[config.mk]
export PLATFORM = sky130hd
export DESIGN_NAME = rf_operand_fetch
export DESIGN_NICKNAME = d
export VERILOG_FILES = /design/src/rtl/rf_operand_fetch.sv
export SDC_FILE = /design/constraint.sdc
export NUM_CORES = 1
export LEC_CHECK = 0
export BUFFER_PORTS_ARGS = -buffer_cell sky130_fd_sc_hd__buf_2
export CAP_MARGIN = 20
export CORE_UTILIZATION = 42
export DETAILED_ROUTE_END_ITERATION = 10
export GPL_TIMING_DRIVEN = 0
export PLACE_DENSITY = 0.72
export SLEW_MARGIN = 25
export SYNTH_ARGS = -nofsm -noshare
export SYNTH_HDL_FRONTEND = slang
export SYNTH_SLANG_ARGS = --single-unit
[constraint.sdc]
create_clock -name clk -period 6.1 [get_ports clk]
set_clock_uncertainty 0.05 [all_clocks]
set_input_delay 0.915 -clock clk [delete_from_list [all_inputs] [get_ports clk]]
set_output_delay 0.915 -clock clk [all_outputs]
set_load 0.01 [all_outputs]
[src/rtl/rf_operand_fetch.sv]
// Operand-fetch stage between decode and execute. It drives a synchronous-read register
// file, adds same-edge write bypass and x0 forcing, and keeps saturating stall/bypass counters.
module rf_operand_fetch #(
   parameter int AW   = 5,
   parameter int DW   = 32,
   parameter int CNTW = 16
) (
   input  logic            clk,
   input  logic            rst,
   // decode side
   input  logic            in_valid,
   output logic            in_ready,
   input  logic [AW-1:0]   in_rs1,
   input  logic [AW-1:0]   in_rs2,
   input  logic [AW-1:0]   in_rd,
   // execute side
   output logic            out_valid,
   input  logic            out_ready,
   output logic [DW-1:0]   out_op1,
   output logic [DW-1:0]   out_op2,
   output logic [AW-1:0]   out_rd,
   // writeback request
   input  logic            wb_valid,
   input  logic [AW-1:0]   wb_addr,
   input  logic [DW-1:0]   wb_data,
   // register file
   output logic [AW-1:0]   rf_wadd,
   output logic [DW-1:0]   rf_wdata,
   output logic            rf_we,
   output logic [AW-1:0]   rf_radd1,
   output logic [AW-1:0]   rf_radd2,
   input  logic [DW-1:0]   rf_rdata1,
   input  logic [DW-1:0]   rf_rdata2,
   // performance counters
   output logic [CNTW-1:0] stall_cnt,
   output logic [CNTW-1:0] byp_cnt
);

   logic            out_valid_q, out_valid_d;
   logic [AW-1:0]   rs1_q, rs1_d;
   logic [AW-1:0]   rs2_q, rs2_d;
   logic [AW-1:0]   rd_q, rd_d;
   logic            byp1_q, byp1_d;
   logic            byp2_q, byp2_d;
   logic [DW-1:0]   bypd1_q, bypd1_d;
   logic [DW-1:0]   bypd2_q, bypd2_d;
   logic [CNTW-1:0] stall_cnt_q, stall_cnt_d;
   logic [CNTW-1:0] byp_cnt_q, byp_cnt_d;

   logic accept;
   logic stalled;
   logic wb_we;

   assign in_ready = !out_valid_q || out_ready;
   assign accept   = in_valid && in_ready;
   assign stalled  = out_valid_q && !out_ready;
   assign wb_we    = wb_valid && (wb_addr != '0);

   // While the stage is stalled, keep re-reading the held indices so later writes show up.
   assign rf_radd1 = in_ready ? in_rs1 : rs1_q;
   assign rf_radd2 = in_ready ? in_rs2 : rs2_q;

   assign rf_we    = wb_we;
   assign rf_wadd  = wb_addr;
   assign rf_wdata = wb_data;

   always_comb begin
      // NOTE: every signal gets a default first so no path leaves it unassigned (no latches).
      out_valid_d = out_valid_q;
      rs1_d       = rs1_q;
      rs2_d       = rs2_q;
      rd_d        = rd_q;
      stall_cnt_d = stall_cnt_q;
      byp_cnt_d   = byp_cnt_q;

      if (accept) begin
         out_valid_d = 1'b1;
         rs1_d       = in_rs1;
         rs2_d       = in_rs2;
         rd_d        = in_rd;
      end else if (out_valid_q && out_ready) begin
         out_valid_d = 1'b0;
      end

      // The register file returns the pre-write value on a same-edge read/write, so capture the write here.
      byp1_d  = out_valid_d && wb_we && (wb_addr == rf_radd1);
      byp2_d  = out_valid_d && wb_we && (wb_addr == rf_radd2);
      bypd1_d = byp1_d ? wb_data : bypd1_q;
      bypd2_d = byp2_d ? wb_data : bypd2_q;

      if (stalled && (stall_cnt_q != '1)) begin
         stall_cnt_d = stall_cnt_q + CNTW'(1);
      end
      if (accept && (byp1_d || byp2_d) && (byp_cnt_q != '1)) begin
         byp_cnt_d = byp_cnt_q + CNTW'(1);
      end
   end

   // NOTE: sequential state uses non-blocking assignments so all flops update together at the edge.
   always_ff @(posedge clk or posedge rst) begin
      if (rst) begin
         out_valid_q <= 1'b0;
         rs1_q       <= '0;
         rs2_q       <= '0;
         rd_q        <= '0;
         byp1_q      <= 1'b0;
         byp2_q      <= 1'b0;
         bypd1_q     <= '0;
         bypd2_q     <= '0;
         stall_cnt_q <= '0;
         byp_cnt_q   <= '0;
      end else begin
         out_valid_q <= out_valid_d;
         rs1_q       <= rs1_d;
         rs2_q       <= rs2_d;
         rd_q        <= rd_d;
         byp1_q      <= byp1_d;
         byp2_q      <= byp2_d;
         bypd1_q     <= bypd1_d;
         bypd2_q     <= bypd2_d;
         stall_cnt_q <= stall_cnt_d;
         byp_cnt_q   <= byp_cnt_d;
      end
   end

   assign out_valid = out_valid_q;
   assign out_rd    = rd_q;
   assign out_op1   = (rs1_q == '0) ? '0 : (byp1_q ? bypd1_q : rf_rdata1);
   assign out_op2   = (rs2_q == '0) ? '0 : (byp2_q ? bypd2_q : rf_rdata2);
   assign stall_cnt = stall_cnt_q;
   assign byp_cnt   = byp_cnt_q;

endmodule

==> results.sh, run 1 <==
export IMPL_num_rows=44
export IMPL_cap_violations=0
export IMPL_port_buffers=269
export IMPL_grt_pass1_vias=4746
export IMPL_ios=272
export IMPL_route_detailed_drc=0
export IMPL_multi_input_area_mm2=0.00290
export IMPL_status="completed"
export IMPL_ys_async_sr_fraction_pct=100
export IMPL_vias=5060
export IMPL_clock_sinks=114
export IMPL_fp_dieH_um=124
export IMPL_hold_class="register to register"
export IMPL_crit_buf_inv=2
export IMPL_clock_latency_ns=0.41
export IMPL_ctsHoldBuffers=0
export IMPL_tightest_slew_ns=0.757
export IMPL_dieArea_mm2=0.0153
export IMPL_mappedNetlistArea_mm2=0.00623
export IMPL_area_delta_synth_final_pct=35.0
export IMPL_drt_vias_per_instance=4.86
export IMPL_grt_max_degree=66
export IMPL_routed_wl_um=16200
export IMPL_nFillCells=1311
export IMPL_syn_inst=558
export IMPL_cp_end_kind="output port"
export IMPL_yosysSeqAreaShare_pct=45.8
export IMPL_start_util_pct=43.0
export IMPL_max_stage_delay_ns=0.55
export IMPL_finalHoldViolCount=0
export IMPL_crit_type="register to output port"
export IMPL_grt_pass1_wl_um=24300
export IMPL_drive_above_1_share_pct=51.8
export IMPL_period_share_pct=59.5
export IMPL_synth_ff_type="dfrtp_1"
export IMPL_yosys_top_cells_area="dfrtp_1, mux2_2, mux2i_1, nor2_1, buf_4"
export IMPL_overflow=0
export IMPL_drtIter0Drc=153
export IMPL_clock_root_buffer="clkbuf_16"
export IMPL_avgSynthCellArea_um2=11.2
export IMPL_crit_arrival_ns=2.66
export IMPL_post_cts_buffers=0
export IMPL_path_max_fanout=10
export IMPL_ys_warnings_count=0
export IMPL_synth_edf_count=0
export IMPL_start_kind="register"
export IMPL_diodes=0
export IMPL_setup_violations_final=0
export IMPL_relSlewSlack_pct=49.5
export IMPL_nets=970
export IMPL_slowest_stage="nor2_1"
export IMPL_worstPathCellList="or4_1 -> nor2_1 -> clkbuf_1 -> nor2_1 -> buf_2"
export IMPL_power_density_mw_per_mm2=300
export IMPL_cts_made_buffers=17
export IMPL_p_leak_nw=4.31
export IMPL_register_area_mm2=0.00285
export IMPL_clkTransAtPathRegs_ns=0.05
export IMPL_final_max_slew_viol_count=0
export IMPL_synth_cell_type_count=48
export IMPL_hpwl_um=12500
export IMPL_synth_top_cell_by_area="dfrtp_1"
export IMPL_gp_congestion=0.732
export IMPL_fin_util_pct=58.1
export IMPL_die_w_um=124
export IMPL_core_area_mm2=0.0145
export IMPL_fin_setup_tns_ns=0
export IMPL_dp_cells=1012
export IMPL_track_usage_pct=21.1
export IMPL_ys_seq_elements=114
export IMPL_reg2reg_from="out_valid$_DFF_PP0_"
export IMPL_ant_nets=0
export IMPL_max_clock_path_buffers=2
export IMPL_cts_tree="done"
export IMPL_min_from="byp_cnt[7]$_DFFE_PP0P_"
export IMPL_fin_crit_ns=3.63
export IMPL_antenna_found_initial=0
export IMPL_ir_drop_v=0.000181
export IMPL_drt_pass1_iterations=4
export IMPL_synth_nets=681
export IMPL_rsz0062_at_grt="no"
export IMPL_critical_path_startpoint="rs1_q[0]$_DFFE_PP0P_"
export IMPL_synth_top_cell_area_share_pct=45.8
export IMPL_cts_repair_resize_count=0
export IMPL_fmax_mhz=276
export IMPL_layoutNonFillerInstCount=1041
export IMPL_htreeDepth=4
export IMPL_critPathTopFamily="simple AND/OR/NAND/NOR gates"
export IMPL_cp_required_ns=5.13
export IMPL_cp_common_cell="nor2_1"
export IMPL_wl_per_cell_um=15.6
per-stage QoR:
stage / hold slack, ns / area, um2 / total power, mW / setup slack (ns)
finish: 0.430 / 8410 / 2.52 / 2.47
global route: 0.448 / 8410 / 2.65 / 2.31
CTS: 0.431 / 8410 / 2.55 / 2.42
detailed placement: 0.422 / 7840 / 1.59 / 2.86
global placement: 0.418 / 7800 / 1.57 / 0.745
floorplan: 0.408 / 6230 / 1.37 / 2.12
cells in the mapped netlist (2+ instances only):
library cell	number
and3_1	2
clkbuf_1	10
inv_1	10
mux2i_1	65
xor2_1	23
mux2i_2	2
o21ai_2	2
buf_2	5
nor2_1	84
xnor2_1	19
o2111ai_1	2
nand2_1	30
o21ai_0	2
dfrtp_1	114
mux2_1	6
nor3_1	5
nand3_1	12
nor4_2	2
nand2b_1	2
buf_1	6
or4_1	2
mux2_2	76
buf_4	40
buf_6	3
ha_1	2
nand4_1	6
and2_1	4
nor3_2	2
path summary, 6_finish.rpt:
kind / endpoint / slack [ns] / depth (start not counted)
max: out_op1[17] / 2.47 / 5
min: byp_cnt[7]$_DFFE_PP0P_ / 0.43 / 1
max reg2reg: byp_cnt[1]$_DFFE_PP0P_ / 3.59 / 10
min reg2reg: byp_cnt[7]$_DFFE_PP0P_ / 0.43 / 1
max in group asynchronous: bypd1_q[21]$_DFFE_PP0P_ / 4.84 / 3
min in group asynchronous: byp_cnt[10]$_DFFE_PP0P_ / 0.48 / 2
where the power goes:
| group | switching, mW | leakage [nW] | total [mW] | internal (mW) |
|---|---|---|---|---|
| Clock | 0.325 | 0.283 | 0.952 | 0.627 |
| Sequential | 0.124 | 1.49 | 1.07 | 0.943 |
| Combinational | 0.222 | 2.54 | 0.505 | 0.283 |
placed cells by master (no fill, tap or decap), types with 4 or more instances in the layout:
cell type and count:
buf_4 40, inv_1 9, and2_1 4, buf_2 274
nand2_1 30, nor3_1 5, clkbuf_1 11, dfrtp_1 114
nand3_1 12, nor2_1 84, xor2_1 23, mux2i_1 65
mux2_2 76, nand4_1 6, clkbuf_16 17, buf_1 6
clkbuf_8 7, mux2_1 6, xnor2_1 19
cell type report:
class | instances | share of cell area [%]
multi-input combinational | 367 | 34.4
sequential | 114 | 33.9
timing repair buffer | 270 | 16.3
clock buffer | 25 | 6.25
buffer | 64 | 4.99
tap | 184 | 2.74
inverter | 13 | 0.759
clock inverter | 4 | 0.565
sequential cells by signal, indices dropped and copies added, names as in the netlist, 5 cells and up:
name,flops
bypd1_q,32
bypd2_q,32
byp_cnt,16
stall_cnt,16
out_rd,5
rs1_q,5
rs2_q,5
routing by layer:
layer | vias up | track usage [%] | part of all wire (%)
li1 | 2439 | - | -
met1 | 2437 | 24.9 | 41
met2 | 172 | 36.4 | 51
met3 | 12 | 6.18 | 7.0
met4 | 0 | 7.00 | 0.89
met5 | - | 0 | 0
cell families after synthesis:
group,share of synthesized area (%)
AO/OA/AOI/OAI,1.97
XOR/XNOR,5.91
adder cells (fa/ha/maj),0.402
buffers and inverters,7.68
flip-flops,45.8
multiplexers,26.0
AND/OR/NAND/NOR,12.3
(Power assumes the default switching activity.)
==> inputs of run 2 (changes only) <==
Settings changed: PLACE_DENSITY 0.72 to 0.75.
Clock period 6.1 ns to 2.9 ns, I/O delays scaled along.
==> run 2 against run 1 <==
Sequential power is 110% higher. Die area unchanged. Worst setup slack got worse by 2.3 ns. Clock power increased by 100%. Global-route usage up 0.81 points. Register-to-register slack worse by 3.2 ns. Sequential cell count unchanged. Critical path type unchanged. Largest cell class unchanged.
==> results.sh, run 2 (synthesis gave the netlist of run 1 again) <==
export IMPL_fmax_mhz=365
export IMPL_seqPwrFrac_pct=42.6
export IMPL_relSlewSlack_pct=42.6
export IMPL_path_max_fanout=10
export IMPL_dp_cells=1015
export IMPL_status="completed"
export IMPL_start_kind="register"
export IMPL_critPathTopFamily="simple AND/OR/NAND/NOR gates"
export IMPL_fp_dieH_um=124
export IMPL_holdPathEnd="out_rd[3]$_DFFE_PP0P_"
export IMPL_cts_tree="done"
export IMPL_p_leak_nw=4.35
export IMPL_min_from="in_rd[3]"
export IMPL_max_clock_path_buffers=2
export IMPL_clock_latency_ns=0.41
export IMPL_routed_wl_um=16400
export IMPL_rsz0062_at_grt="no"
export IMPL_cp_depth=5
export IMPL_sw_frac_of_total_pct=26.8
export IMPL_cp_end_kind="output port"
export IMPL_track_usage_pct=21.9
export IMPL_drt_pass1_iterations=4
export IMPL_grt_max_degree=31
export IMPL_final_cell_mix="buf_2, dfrtp_1, nor2_1"
export IMPL_drt_vias_per_instance=4.85
export IMPL_power_density_mw_per_mm2=623
export IMPL_layoutNonFillerInstCount=1047
export IMPL_drive_above_1_share_pct=52.6
export IMPL_clock_sinks=114
export IMPL_hpwl_um=12700
export IMPL_vias=5073
export IMPL_grt_pass1_vias=4773
export IMPL_crit_type="register to output port"
export IMPL_tightest_slew_ns=0.861
export IMPL_core_area_mm2=0.0145
export IMPL_crit_arrival_ns=2.26
export IMPL_start_util_pct=43.0
export IMPL_wl_per_cell_um=15.6
export IMPL_worst_hold_slack_ns=0.206
export IMPL_worstPathCellList="or4_1 -> nor2_2 -> buf_2 -> nor2_1 -> buf_2"
export IMPL_p_sw_mw=1.42
export IMPL_combPwrFrac_pct=20.5
export IMPL_ios=272
export IMPL_fin_crit_ns=2.74
export IMPL_cap_violations=0
export IMPL_cp_common_cell="buf_2"
export IMPL_cp_required_ns=2.41
export IMPL_period_share_pct=94.5
export IMPL_ant_nets=0
export IMPL_clkTransAtPathRegs_ns=0.05
export IMPL_p_int_mw=3.87
export IMPL_antenna_found_initial=1
export IMPL_max_stage_delay_ns=0.55
export IMPL_post_cts_buffers=0
export IMPL_total_power_mw=5.29
export IMPL_nets=974
export IMPL_route_detailed_drc=0
export IMPL_setup_violations_final=0
export IMPL_reg_top3="bypd1_q x32, bypd2_q x32"
export IMPL_die_w_um=124
export IMPL_area_delta_synth_final_pct=36.2
export IMPL_ir_drop_v=0.000326
export IMPL_slowest_stage="or4_1"
export IMPL_port_buffers=269
export IMPL_grt_pass1_wl_um=24800
export IMPL_hold_depth=2
export IMPL_gp_congestion=0.803
export IMPL_num_rows=44
export IMPL_diodes=0
export IMPL_finalHoldViolCount=0
export IMPL_layout_commonest_cell="buf_2"
export IMPL_power_share_clock_pct=37.0
export IMPL_htreeDepth=4
export IMPL_final_max_slew_viol_count=0
export IMPL_drtIter0Drc=128
export IMPL_crit_buf_inv=2
export IMPL_dieArea_mm2=0.0153
export IMPL_hold_class="input port to register"
export IMPL_cts_made_buffers=17
export IMPL_clock_root_buffer="clkbuf_16"
export IMPL_overflow=0
export IMPL_fin_util_pct=58.6
export IMPL_rr_worst_depth=10
export IMPL_reg2reg_from="out_valid$_DFF_PP0_"
export IMPL_fin_setup_tns_ns=0
export IMPL_r2r_end="byp_cnt[1]$_DFFE_PP0P_"
export IMPL_r2r_setup_slack_ns=0.41
[run 2: per-layer routing]
metal	wire length [um]	vias up	share of wire, %	track usage, %
met1	6860	2436	42	26.3
li1	-	2449	-	-
met4	226	2	1.4	7.68
met5	10	-	0.061	0
met3	1130	17	6.9	6.68
met2	8130	169	50	36.9
[run 2: stage by stage]
step	worst slack, ns	instance area (um2)
detailed placement	0.157	7890
floorplan	0.676	6230
global route	0.0230	8480
CTS	0.0152	8480
finish	0.160	8480
global placement	0.202	7810
[run 2: power by group through the flow]
stage                     sequential (mW)  clock, mW  combinational [mW]
final                                2.25       1.95                1.08
after global routing                 2.31       2.07                1.20
after CTS                            2.25       1.99                1.10
after detailed placement             2.27          0                1.09
after global placement               2.26          0                1.04
after floorplan                      2.21          0               0.678
[run 2: final cells by class]
class	instances	area, um2
clock inverter	5	50.0
clock buffer	26	509
tap	184	230
buffer	64	427
inverter	13	62.6
multi-input combinational	367	2910
timing repair buffer	274	1440
sequential	114	2850
fill	1302	6000
[run 2: how the worst max path moves through the flow]
stage	start	end	slack [ns]
floorplan	out_valid$_DFF_PP0_	byp_cnt[1]$_DFFE_PP0P_	0.68
global placement	rs2_q[0]$_DFFE_PP0P_	out_op2[10]	0.20
detailed placement	rs2_q[0]$_DFFE_PP0P_	out_op2[9]	0.16
CTS	rs1_q[0]$_DFFE_PP0P_	out_op1[2]	0.02
global route	rs1_q[0]$_DFFE_PP0P_	out_op1[30]	0.02
finish	rs1_q[0]$_DFFE_PP0P_	out_op1[30]	0.16
[run 2: what timing repair did]
item	in CTS	in global routing
hold buffers	1	0
endpoints found under the hold margin	16	0
resized for setup	6	7
setup endpoints to repair	60	30
==> inputs of run 3 (changes only) <==
Settings changed: PLACE_DENSITY 0.75 to 0.87.
==> run 3 against run 2 <==
Register-to-register slack about the same. Power about the same. Worst hold slack lost 0.17 ns. Design area down 0.49%. Sequential cell count unchanged. Cell count unchanged. Fmax barely moved. Critical endpoint is now out_op2[12]. Largest power group unchanged.
==> results.sh, run 3 (synthesis gave the netlist of run 1 again) <==
export IMPL_finalHoldViolCount=0
export IMPL_fin_crit_ns=2.74
export IMPL_status="completed"
export IMPL_grt_max_degree=34
export IMPL_fin_util_pct=58.3
export IMPL_port_buffers=269
export IMPL_start_util_pct=43.0
export IMPL_relSlewSlack_pct=45.9
export IMPL_setup_violations_final=0
export IMPL_drtIter0Drc=162
export IMPL_htreeDepth=4
export IMPL_grt_pass1_vias=4741
export IMPL_vias=5141
export IMPL_rsz0062_at_grt="no"
export IMPL_fmax_mhz=365
export IMPL_clock_latency_ns=0.41
export IMPL_path_max_fanout=10
export IMPL_power_density_mw_per_mm2=626
export IMPL_crit_arrival_ns=2.25
export IMPL_period_share_pct=94.4
export IMPL_hpwl_um=12700
export IMPL_busiest_layer="met2"
export IMPL_ctsHoldBuffers=0
export IMPL_layout_commonest_cell="buf_2"
export IMPL_use_met3_pct=4.35
export IMPL_post_place_ws_ns=0.231
export IMPL_p_leak_nw=4.32
export IMPL_overflow=0
export IMPL_cp_required_ns=2.41
export IMPL_track_usage_pct=21.4
export IMPL_routed_wl_um=16400
export IMPL_ios=272
export IMPL_post_cts_buffers=0
export IMPL_total_power_mw=5.28
export IMPL_drt_vias_per_instance=4.91
export IMPL_reg_top3="bypd1_q x32, bypd2_q x32"
export IMPL_drt_pass1_iterations=4
export IMPL_dieArea_mm2=0.0153
export IMPL_crit_type="register to output port"
export IMPL_num_rows=44
export IMPL_cts_repair_resize_count=6
export IMPL_clock_sinks=114
export IMPL_cts_tree="done"
export IMPL_nFillCells=1216
export IMPL_area_delta_synth_final_pct=35.6
export IMPL_core_area_mm2=0.0145
export IMPL_max_clock_path_buffers=2
export IMPL_fin_setup_tns_ns=0
export IMPL_tightest_slew_ns=0.811
export IMPL_die_w_um=124
export IMPL_use_met2_pct=37.0
export IMPL_ir_drop_v=0.000405
export IMPL_hold_class="input port to async pin"
export IMPL_cp_end_kind="output port"
export IMPL_use_met1_pct=26.1
export IMPL_wl_per_cell_um=15.7
export IMPL_finalWorstSetupSlack_ns=0.161
export IMPL_final_cell_mix="buf_2, dfrtp_1, nor2_1"
export IMPL_drive_above_1_share_pct=53.1
export IMPL_nets=972
export IMPL_worst_hold_slack_ns=0.0382
export IMPL_cap_violations=0
export IMPL_ant_nets=0
export IMPL_grt_pass1_wl_um=24500
export IMPL_route_detailed_drc=0
export IMPL_antenna_found_initial=0
export IMPL_fp_dieH_um=124
export IMPL_clock_root_buffer="clkbuf_16"
export IMPL_cts_made_buffers=17
export IMPL_start_kind="register"
export IMPL_gp_congestion=0.780
export IMPL_clkTransAtPathRegs_ns=0.06
export IMPL_final_max_slew_viol_count=0
==> run 3: area by class of cell <==
class	instances	area, um2	area share (%)
Multi-Input combinational cell	367	2900	34.4
Timing Repair Buffer	272	1410	16.7
Tap cell	184	230	2.73
Antenna cell	1	2.50	0.0297
Clock inverter	15	133	1.57
Clock buffer	17	425	5.04
Buffer	64	427	5.06
Sequential cell	114	2850	33.8
Inverter	13	62.6	0.741
==> run 3: path summary, 6_finish.rpt <==
check,startpoint,end,slack (ns),cells past startpoint
worst max-delay path,rs2_q[0]$_DFFE_PP0P_,out_op2[12],0.16,5
worst min-delay path,rst,bypd1_q[4]$_DFFE_PP0P_,0.04,2
worst max register to register,out_valid$_DFF_PP0_,byp_cnt[1]$_DFFE_PP0P_,0.41,10
worst min register to register,byp_cnt[7]$_DFFE_PP0P_,byp_cnt[7]$_DFFE_PP0P_,0.43,1
max in group asynchronous,rst,rs2_q[1]$_DFFE_PP0P_,1.99,4
min in group clk,in_rd[4],out_rd[4]$_DFFE_PP0P_,0.21,2
==> run 3: metal layers <==
metal | vias up | routed length, um
met1 | 2491 | 6820
met4 | 0 | 217
met2 | 179 | 8430
met3 | 20 | 963
li1 | 2451 | -
met5 | - | 0
==> run 3: critical path, stage by stage, from the launching register on <==
cell and delay [ns]:
dfrtp_1 0.42, or4_1 0.56, nor2_2 0.31, clkbuf_2 0.32
nor2_1 0.09, buf_2 0.14
==> run 3: stage by stage <==
stage          cell area, um2  instances
3_3_place_gp             7810       1011
4_1_cts                  8430       1046
2_1_floorplan            6230        558
5_1_grt                  8440       1046
6_report                 8440       1047
3_5_place_dp             7870       1014
==> run 3: report_power, final <==
part           leakage, nW  switching [mW]  internal, mW
Sequential            1.49           0.269          1.98
Clock                0.266           0.774          1.18
Combinational         2.57           0.475         0.601
